--- src/rtl/uart_link_sched.sv ---
// ============================================================================
// Module  : uart_link_sched
// Brief   : Arbitrates CPU and game-logic bytes onto one UART transceiver and
//           buffers received bytes. Optional SEND watchdog: LINK_SCHED_TIMEOUT_EN.
// Revision: 1.0 - initial release
// ============================================================================
`default_nettype none

module uart_link_sched #(
   parameter int TIMEOUT    = 50000,
   parameter int GAP_CYCLES = 4
) (
   input  logic       clk,
   input  logic       reset,
   input  logic [7:0] cpu_data,
   input  logic       cpu_load,
   output logic       cpu_busy,
   input  logic [7:0] game_data,
   input  logic       game_req,
   output logic       game_ack,
   output logic [7:0] tx_data,
   output logic       tx_load,
   output logic       tx_en,
   input  logic       char_sent,
   input  logic       char_rec,
   input  logic [7:0] rx_data_in,
   output logic [7:0] rx_data,
   output logic       rx_valid,
   input  logic       rx_ack,
   output logic       rx_overrun,
   output logic       tx_timeout
);

   typedef enum logic [1:0] {
      S_IDLE = 2'd0,
      S_LOAD = 2'd1,
      S_SEND = 2'd2,
      S_GAP  = 2'd3
   } state_t;

   localparam int c_gap_w = (GAP_CYCLES > 1) ? $clog2(GAP_CYCLES) : 1;
   localparam logic [c_gap_w-1:0] c_gap_last = c_gap_w'(GAP_CYCLES - 1);

   state_t             r_state;
   logic [7:0]         r_cpu_buf;
   logic               r_cpu_pend;
   logic               r_cpu_busy;
   logic               r_owner_cpu;
   logic               r_last_cpu;
   logic [c_gap_w-1:0] r_gap_cnt;
   logic [7:0]         r_tx_data;
   logic               r_tx_load;
   logic               r_tx_en;
   logic               r_game_ack;
   logic               w_grant_cpu;

`ifdef LINK_SCHED_TIMEOUT_EN
   localparam int c_to_w = (TIMEOUT > 1) ? $clog2(TIMEOUT) : 1;
   localparam logic [c_to_w-1:0] c_to_last = c_to_w'(TIMEOUT - 1);
   logic [c_to_w-1:0] r_to_cnt;
   logic              r_tx_timeout;
   assign tx_timeout = r_tx_timeout;
`else
   logic w_unused_timeout;
   assign w_unused_timeout = (TIMEOUT != 0);
   assign tx_timeout       = 1'b0;
`endif

   // CPU wins unless the game is also asking and the CPU owned the last transfer.
   assign w_grant_cpu = r_cpu_pend && (!game_req || !r_last_cpu);

   always_ff @(posedge clk) begin
      if (reset) begin
         r_state     <= S_IDLE;
         r_cpu_buf   <= 8'h00;
         r_cpu_pend  <= 1'b0;
         r_cpu_busy  <= 1'b0;
         r_owner_cpu <= 1'b0;
         r_last_cpu  <= 1'b0;
         r_gap_cnt   <= '0;
         r_tx_data   <= 8'h00;
         r_tx_load   <= 1'b0;
         r_tx_en     <= 1'b0;
         r_game_ack  <= 1'b0;
`ifdef LINK_SCHED_TIMEOUT_EN
         r_to_cnt     <= '0;
         r_tx_timeout <= 1'b0;
`endif
      end else begin
         r_tx_load  <= 1'b0;
         r_game_ack <= 1'b0;
`ifdef LINK_SCHED_TIMEOUT_EN
         r_tx_timeout <= 1'b0;
`endif
         if (cpu_load && !r_cpu_busy) begin
            r_cpu_buf  <= cpu_data;
            r_cpu_pend <= 1'b1;
            r_cpu_busy <= 1'b1;
         end

         case (r_state)
            S_IDLE: begin
               if (r_cpu_pend || game_req) begin
                  r_owner_cpu <= w_grant_cpu;
                  r_last_cpu  <= w_grant_cpu;
                  r_tx_data   <= w_grant_cpu ? r_cpu_buf : game_data;
                  r_tx_load   <= 1'b1;
                  if (w_grant_cpu) r_cpu_pend <= 1'b0;
                  else             r_game_ack <= 1'b1;
                  r_state <= S_LOAD;
               end
            end
            S_LOAD: begin
               r_tx_en <= 1'b1;
`ifdef LINK_SCHED_TIMEOUT_EN
               r_to_cnt <= '0;
`endif
               r_state <= S_SEND;
            end
            S_SEND: begin
               if (char_sent) begin
                  r_tx_en   <= 1'b0;
                  r_gap_cnt <= '0;
                  if (r_owner_cpu) r_cpu_busy <= 1'b0;
                  r_state <= S_GAP;
               end
`ifdef LINK_SCHED_TIMEOUT_EN
               else if (r_to_cnt == c_to_last) begin
                  r_tx_en      <= 1'b0;
                  r_gap_cnt    <= '0;
                  r_tx_timeout <= 1'b1;
                  if (r_owner_cpu) r_cpu_busy <= 1'b0;
                  r_state <= S_GAP;
               end else begin
                  r_to_cnt <= r_to_cnt + 1'b1;
               end
`endif
            end
            S_GAP: begin
               if (r_gap_cnt == c_gap_last) r_state <= S_IDLE;
               else                         r_gap_cnt <= r_gap_cnt + 1'b1;
            end
            default: r_state <= S_IDLE;
         endcase
      end
   end

   assign cpu_busy = r_cpu_busy;
   assign game_ack = r_game_ack;
   assign tx_data  = r_tx_data;
   assign tx_load  = r_tx_load;
   assign tx_en    = r_tx_en;

   logic       r_rec_d;
   logic [7:0] r_rx_data;
   logic       r_rx_valid;
   logic       r_rx_overrun;
   logic       w_rec_rise;

   assign w_rec_rise = char_rec && !r_rec_d;

   always_ff @(posedge clk) begin
      if (reset) begin
         r_rec_d      <= 1'b0;
         r_rx_data    <= 8'h00;
         r_rx_valid   <= 1'b0;
         r_rx_overrun <= 1'b0;
      end else begin
         r_rec_d <= char_rec;
         // A read in the same cycle frees the holding register for the new byte.
         if (w_rec_rise && (!r_rx_valid || rx_ack)) begin
            r_rx_data  <= rx_data_in;
            r_rx_valid <= 1'b1;
         end else if (w_rec_rise) begin
            r_rx_overrun <= 1'b1;
         end else if (rx_ack) begin
            r_rx_valid <= 1'b0;
         end
      end
   end

   assign rx_data    = r_rx_data;
   assign rx_valid   = r_rx_valid;
   assign rx_overrun = r_rx_overrun;

endmodule

`default_nettype wire

--- config.mk ---
export PLATFORM = sky130hd
export DESIGN_NAME = uart_link_sched
export DESIGN_NICKNAME = d
export VERILOG_FILES = /design/src/rtl/uart_link_sched.sv
export SDC_FILE = /design/constraint.sdc
export NUM_CORES = 1
export LEC_CHECK = 0
export ABC_AREA = 1
export CAP_MARGIN = 0
export CORE_MARGIN = 3
export CORE_UTILIZATION = 35
export CTS_BUF_LIST = sky130_fd_sc_hd__clkbuf_8 sky130_fd_sc_hd__clkbuf_16
export DETAILED_ROUTE_END_ITERATION = 6
export GPL_TIMING_DRIVEN = 0
export RECOVER_POWER = 100
export SYNTH_ARGS = -nofsm -noshare
export SYNTH_HDL_FRONTEND = slang
export SYNTH_SLANG_ARGS = --single-unit
--- constraint.sdc ---
create_clock -name clk -period 3.4 [get_ports clk]
set_input_delay 0.68 -clock clk [delete_from_list [all_inputs] [get_ports clk]]
set_output_delay 0.68 -clock clk [all_outputs]
set_load 0.01 [all_outputs]
==> impl_metrics.tcl, run 1 <==
set metrics [dict create \
    setup_viol 0 \
    yosys.cell_types.count 21 \
    power_mw 1.36 \
    swShare 0.329 \
    crit_end "tx_data[6]" \
    p_int_mw 0.911 \
    multiInputGateArea_sq_um 627 \
    htreeDepth 2 \
    cts_setup_buffers 0 \
    cts_buffers 5 \
    combPwrFrac 0.346 \
    dr.pass1.iters 4 \
    period_needed_ps 2200 \
    cts.path.max_buffers 2 \
    timing.rr.start "r_state[0]" \
    layout_commonest_cell "nor2_1" \
    cts_sinks 37 \
    synth_cells 214 \
    finalWirelength_microns 3490 \
    rows 23 \
    routedWlPerCell_microns 10.8 \
    insertion_delay_ps 280 \
    rsz0062_at_grt "no" \
    cap_violations 0 \
    fin_hold_ws_ps 448 \
    pin_count 54 \
    tns_ps 0 \
    startpoint_type "input pin" \
    fmax_mhz 455 \
    cp.arrival_ps 2380 \
    place_hpwl_microns 2630 \
    max_stage_delay_ps 570 \
    status "complete, no violations" \
    leakagePower_nw 1.04 \
    synth_seq_cells 37 \
    cp_slowest_cell "dlygate4sd3_1" \
    ff_latch_area_sq_um 741 \
    cp-end-kind "flip-flop" \
    hold_viol_final 0 \
    design_area_sq_um 2230 \
    grt_pass1_wl_microns 5920 \
    n_antenna_cell 0 \
    crit_top_cell "nor2_1" \
    synth_seq_area_share 0.468 \
    dieArea_sq_um 5370 \
    critPathRequiredTime_ps 3580 \
    gp_congestion 0.733 \
    drive_above_1_share 0.0623 \
    drc 0 \
    hold_buffers 0 \
    powerDensity_nw_per_um2 608 \
    initial_core_util 0.380 \
    fin_nets 308 \
    die_width_microns 73.3 \
    grt_overflow 0 \
    path_max_fanout 10 \
    cts_root_buf "clkbuf_8" \
    switchingPower_mw 0.447 \
    syn_area_sq_um 1580 \
    path_class "in2reg" \
    io_buffer_count 51 \
    seqPwrFrac 0.411 \
    vias 1437 \
    maxSlewViolCount 0 \
    vias_per_cell 4.45 \
    reg2reg_slack_ps 1570 \
    grt_pass1_vias 1349 \
    r2r_cells 8 \
    hold_path_class "reg2reg" \
    cp_top_family "buffers and inverters" \
    placed_cell_area_sq_um 2160 \
    crit_path_cell_trace "dlygate4sd3_1 > nor2_1 > nor2_1 > clkbuf_1 > o21ai_0 > nor2_1 > nor2_1" \
    antenna_found_initial 0 \
    reg2reg_to "tx_data[6]" \
    grtUsageTotal 0.143 \
    finalCritPeriodShare 0.646 \
    mostFrequentLayoutCells "nor2_1 (54), dfxtp_1 (37), inv_1 (33), o21ai_0 (33), dlygate4sd3_1 (26)" \
    finClkSkew_ps 6.32 \
    ant_nets 0 \
    grt_max_degree 12 \
    n_fill_cell 437 \
    crit_path_start "game_req" \
    syn2layout_area_growth_pct 41.1 \
    synth_warnings 0 \
    final_util 0.536 \
    drtIter0Drc 36 \
    ctsResizeCount 0 \
    fp.coreArea_sq_um 4170 \
    path_depth 7 \
    path_buf_inv 2 \
    fp.dieH_microns 73.3 \
    ir_drop_mv 0.262 \
    p_clk_frac 0.244 \
    clk_pin_slew_ps 70 \
    syn_nets 250 \
    cts_tree "done" \
    syn_avg_cell_area_sq_um 7.40 \
]
sequential cells by signal, indices dropped and copies added (netlist names), 2 cells and up:
name and flops:
tx_data 8, r_gap_cnt 2, r_cpu_buf 8, rx_data 8
r_state 2
worst min path at each step:
stage          cells after the start  slack, ps            to         start
3_3_place_gp                       2        440  r_cpu_buf[1]  r_cpu_buf[1]
4_1_cts                            2        450  r_cpu_buf[2]  r_cpu_buf[2]
2_1_floorplan                      2        420  r_cpu_buf[0]  r_cpu_buf[0]
3_5_place_dp                       2        440  r_cpu_buf[2]  r_cpu_buf[2]
5_1_grt                            2        470  r_cpu_buf[2]  r_cpu_buf[2]
6_report                           2        450  r_cpu_buf[1]  r_cpu_buf[1]
layer usage:
| layer | share of wire | wire, microns | up-vias | global-route usage |
|---|---|---|---|---|
| li1 | - | - | 781 | - |
| met1 | 0.51 | 1780 | 614 | 0.190 |
| met2 | 0.40 | 1410 | 38 | 0.218 |
| met3 | 0.069 | 241 | 4 | 0.0397 |
| met4 | 0.016 | 56 | 0 | 0.0553 |
| met5 | 0 | 0 | - | 0 |
cells in the mapped netlist, drive strengths merged:
library cell,instances,share of area
o21ai,34,0.11
nand3,1,0.0032
nand4,3,0.012
inv,35,0.083
dfxtp,37,0.47
nor3,1,0.0032
a211oi,1,0.0047
ha,5,0.039
a31oi,2,0.0079
buf,8,0.046
conb,1,0.0024
nor2,54,0.13
nand2,19,0.048
a21oi,13,0.041
cell families after synthesis:
| kind of cell | synth area share |
|---|---|
| AND/OR/NAND/NOR | 0.201 |
| AO/OA/AOI/OAI | 0.161 |
| buffers and inverters | 0.129 |
| other | 0.00237 |
| flip-flops | 0.468 |
| adder cells (fa/ha/maj) | 0.0395 |
worst reg2reg max path, delay by kind of cell, from the launching register on:
family / cells / cell delay [ps]
adder cells (fa/ha/maj): 1 / 180
AND/OR/NAND/NOR: 3 / 530
AO/OA/AOI/OAI: 1 / 160
buffers and inverters: 3 / 520
flip-flops: 1 / 340
metrics by stage:
| stage | setup WS [ps] | instances |
|---|---|---|
| after global routing | 1020 | 323 |
| final | 1200 | 323 |
| after CTS | 1530 | 323 |
| after floorplan | 2060 | 214 |
| after detailed placement | 1410 | 315 |
| after global placement | 1430 | 315 |
final cells by class:
type	count	area share
inverters	35	0.0588
plain buffers	8	0.0274
clock inverters	1	0.00224
well taps	50	0.0280
multi-input cells	134	0.281
clock buffers	7	0.0431
flip-flops and latches	37	0.331
repair buffers	51	0.228
power groups by stage:
stage	Clock [mW]	Sequential [mW]	Combinational [mW]
final	0.331	0.558	0.469
after global routing	0.358	0.568	0.548
after CTS	0.339	0.562	0.517
after detailed placement	0	0.571	0.512
after global placement	0	0.569	0.509
after floorplan	0	0.590	0.295
No activity file was read; power rests on OpenSTA's default activity.
==> run 2: changes to the inputs <==
- PLACE_DENSITY: not set -> 0.67
- clock period: 3.4 -> 1.8 ns (I/O delays scaled with it)
==> run 2 against run 1 <==
Against the previous run:
- worst hold slack got worse by 170 ps
- clock power is 90% higher
- die area unchanged
- worst setup slack got worse by 1000 ps
- highest routed layer unchanged
- largest power group unchanged
- clock skew shrank 3.2 ps
- utilization rose by 0.42 points
==> impl_metrics.tcl, run 2 (synthesis gave the netlist of run 1 again) <==
set metrics [dict create \
    initial_core_util 0.380 \
    maxSlewViolCount 0 \
    cp-end-kind "primary output" \
    fin_ws_ps 197 \
    finalWirelength_microns 3490 \
    cts_tree "done" \
    path_max_fanout 3 \
    n_antenna_cell 0 \
    vias 1485 \
    cts_root_buf "clkbuf_8" \
    cp.arrival_ps 1240 \
    fin_nets 308 \
    hold_path_class "in2reg" \
    grt_overflow 0 \
    hold_viol_final 0 \
    post-place-ws_ps 184 \
    htreeDepth 2 \
    max_stage_delay_ps 610 \
    drc 0 \
    crit_path_cell_trace "dlygate4sd3_1" \
    ant_nets 0 \
    startpoint_type "flip-flop" \
    reg2reg_slack_ps 400 \
    die_width_microns 73.3 \
    clk_pin_slew_ps 70 \
    gp_congestion 0.785 \
    grt_pass1_wl_microns 5740 \
    ir_drop_mv 0.506 \
    powerDensity_nw_per_um2 1160 \
    critPathRequiredTime_ps 1440 \
    rows 23 \
    drtIter0Drc 43 \
    fp.coreArea_sq_um 4170 \
    grtUsageTotal 0.138 \
    hold_buffers 0 \
    period_needed_ps 1600 \
    finClkSkew_ps 3.11 \
    fp.dieH_microns 73.3 \
    routedWlPerCell_microns 10.8 \
    cp_top_family "buffers and inverters" \
    antenna_found_initial 0 \
    insertion_delay_ps 280 \
    grt_pass1_vias 1344 \
    pin_count 54 \
    fmax_mhz 624 \
    dieArea_sq_um 5370 \
    path_buf_inv 1 \
    syn2layout_area_growth_pct 42.2 \
    grt_max_degree 12 \
    min_path_cells 2 \
    io_buffer_count 51 \
    path_class "reg2out" \
    place_hpwl_microns 2640 \
    vias_per_cell 4.60 \
    drive_above_1_share 0.0733 \
    path_depth 1 \
    rsz0062_at_grt "no" \
    dr.pass1.iters 4 \
    tns_ps 0 \
    cts_buffers 5 \
    status "complete, no violations" \
    mostFrequentLayoutCells "nor2_1 (52), dfxtp_1 (37), inv_1 (33), o21ai_0 (33), clkdlybuf4s50_1 (28)" \
    cap_violations 0 \
    cp_slowest_cell "dlygate4sd3_1" \
    r2r_cells 8 \
    layout_commonest_cell "nor2_1" \
    cts.path.max_buffers 2 \
    finalCritPeriodShare 0.891 \
    setup_viol 0 \
    ctsResizeCount 0 \
    cts_sinks 37 \
    leakagePower_nw 1.05 \
    cts_setup_buffers 0 \
]
-- run 2: changes by cell type in the layout (fill, tap and decap cells not counted) --
cell | before | now
buf_6 | 3 | 4
clkbuf_1 | 2 | 1
clkdlybuf4s50_1 | 25 | 28
dlygate4sd3_1 | 26 | 23
nor2_1 | 54 | 52
nor2_2 | 0 | 1
nor2_4 | 0 | 1
-- run 2: where the power goes --
| part | switching, mW | internal (mW) |
|---|---|---|
| logic | 0.499 | 0.425 |
| clock network | 0.283 | 0.346 |
| registers | 0.0787 | 0.977 |
-- run 2: path summary, 6_finish.rpt --
kind                                endpoint          from
worst max-delay path                cpu_busy      cpu_busy
worst min-delay path                 r_rec_d         reset
worst max register to register    tx_data[6]    r_state[0]
worst min register to register  r_cpu_buf[3]  r_cpu_buf[3]
-- run 2: per-layer routing --
metal,global-route usage,share of wire,vias up,routed length [microns]
li1,-,-,780,-
met1,0.176,0.46,651,1620
met2,0.214,0.44,46,1520
met3,0.0342,0.077,8,267
met4,0.0738,0.023,0,80
met5,0,0,-,0
-- run 2: metrics by stage --
stage                     hold WS (ps)  utilization  cell area (sq um)  power [mW]  instances
after floorplan                    424            -               1580        1.67        214
after global placement             435        0.517               2160        2.04        315
after detailed placement           439        0.517               2160        2.05        315
after CTS                          267        0.541               2260        2.69        323
after global routing               278        0.540               2250        2.82        323
final                              278        0.540               2250        2.61        323
-- run 2: worst register-to-register path, cell delays in order, from the launching register on --
cell	delay (ps)
dfxtp_1	340
inv_1	90
ha_1	190
inv_1	90
nor2_4	210
buf_6	170
o21ai_0	90
nor2_1	90
nor2_1	40
-- run 2: layout make-up --
type | instances | area (sq um)
Clock inverter | 1 | 5.00
Timing Repair Buffer | 51 | 510
Fill cell | 406 | 1920
Inverter | 35 | 131
Tap cell | 50 | 62.6
Multi-Input combinational cell | 134 | 637
Sequential cell | 37 | 741
Buffer | 8 | 68.8
Clock buffer | 7 | 96.3
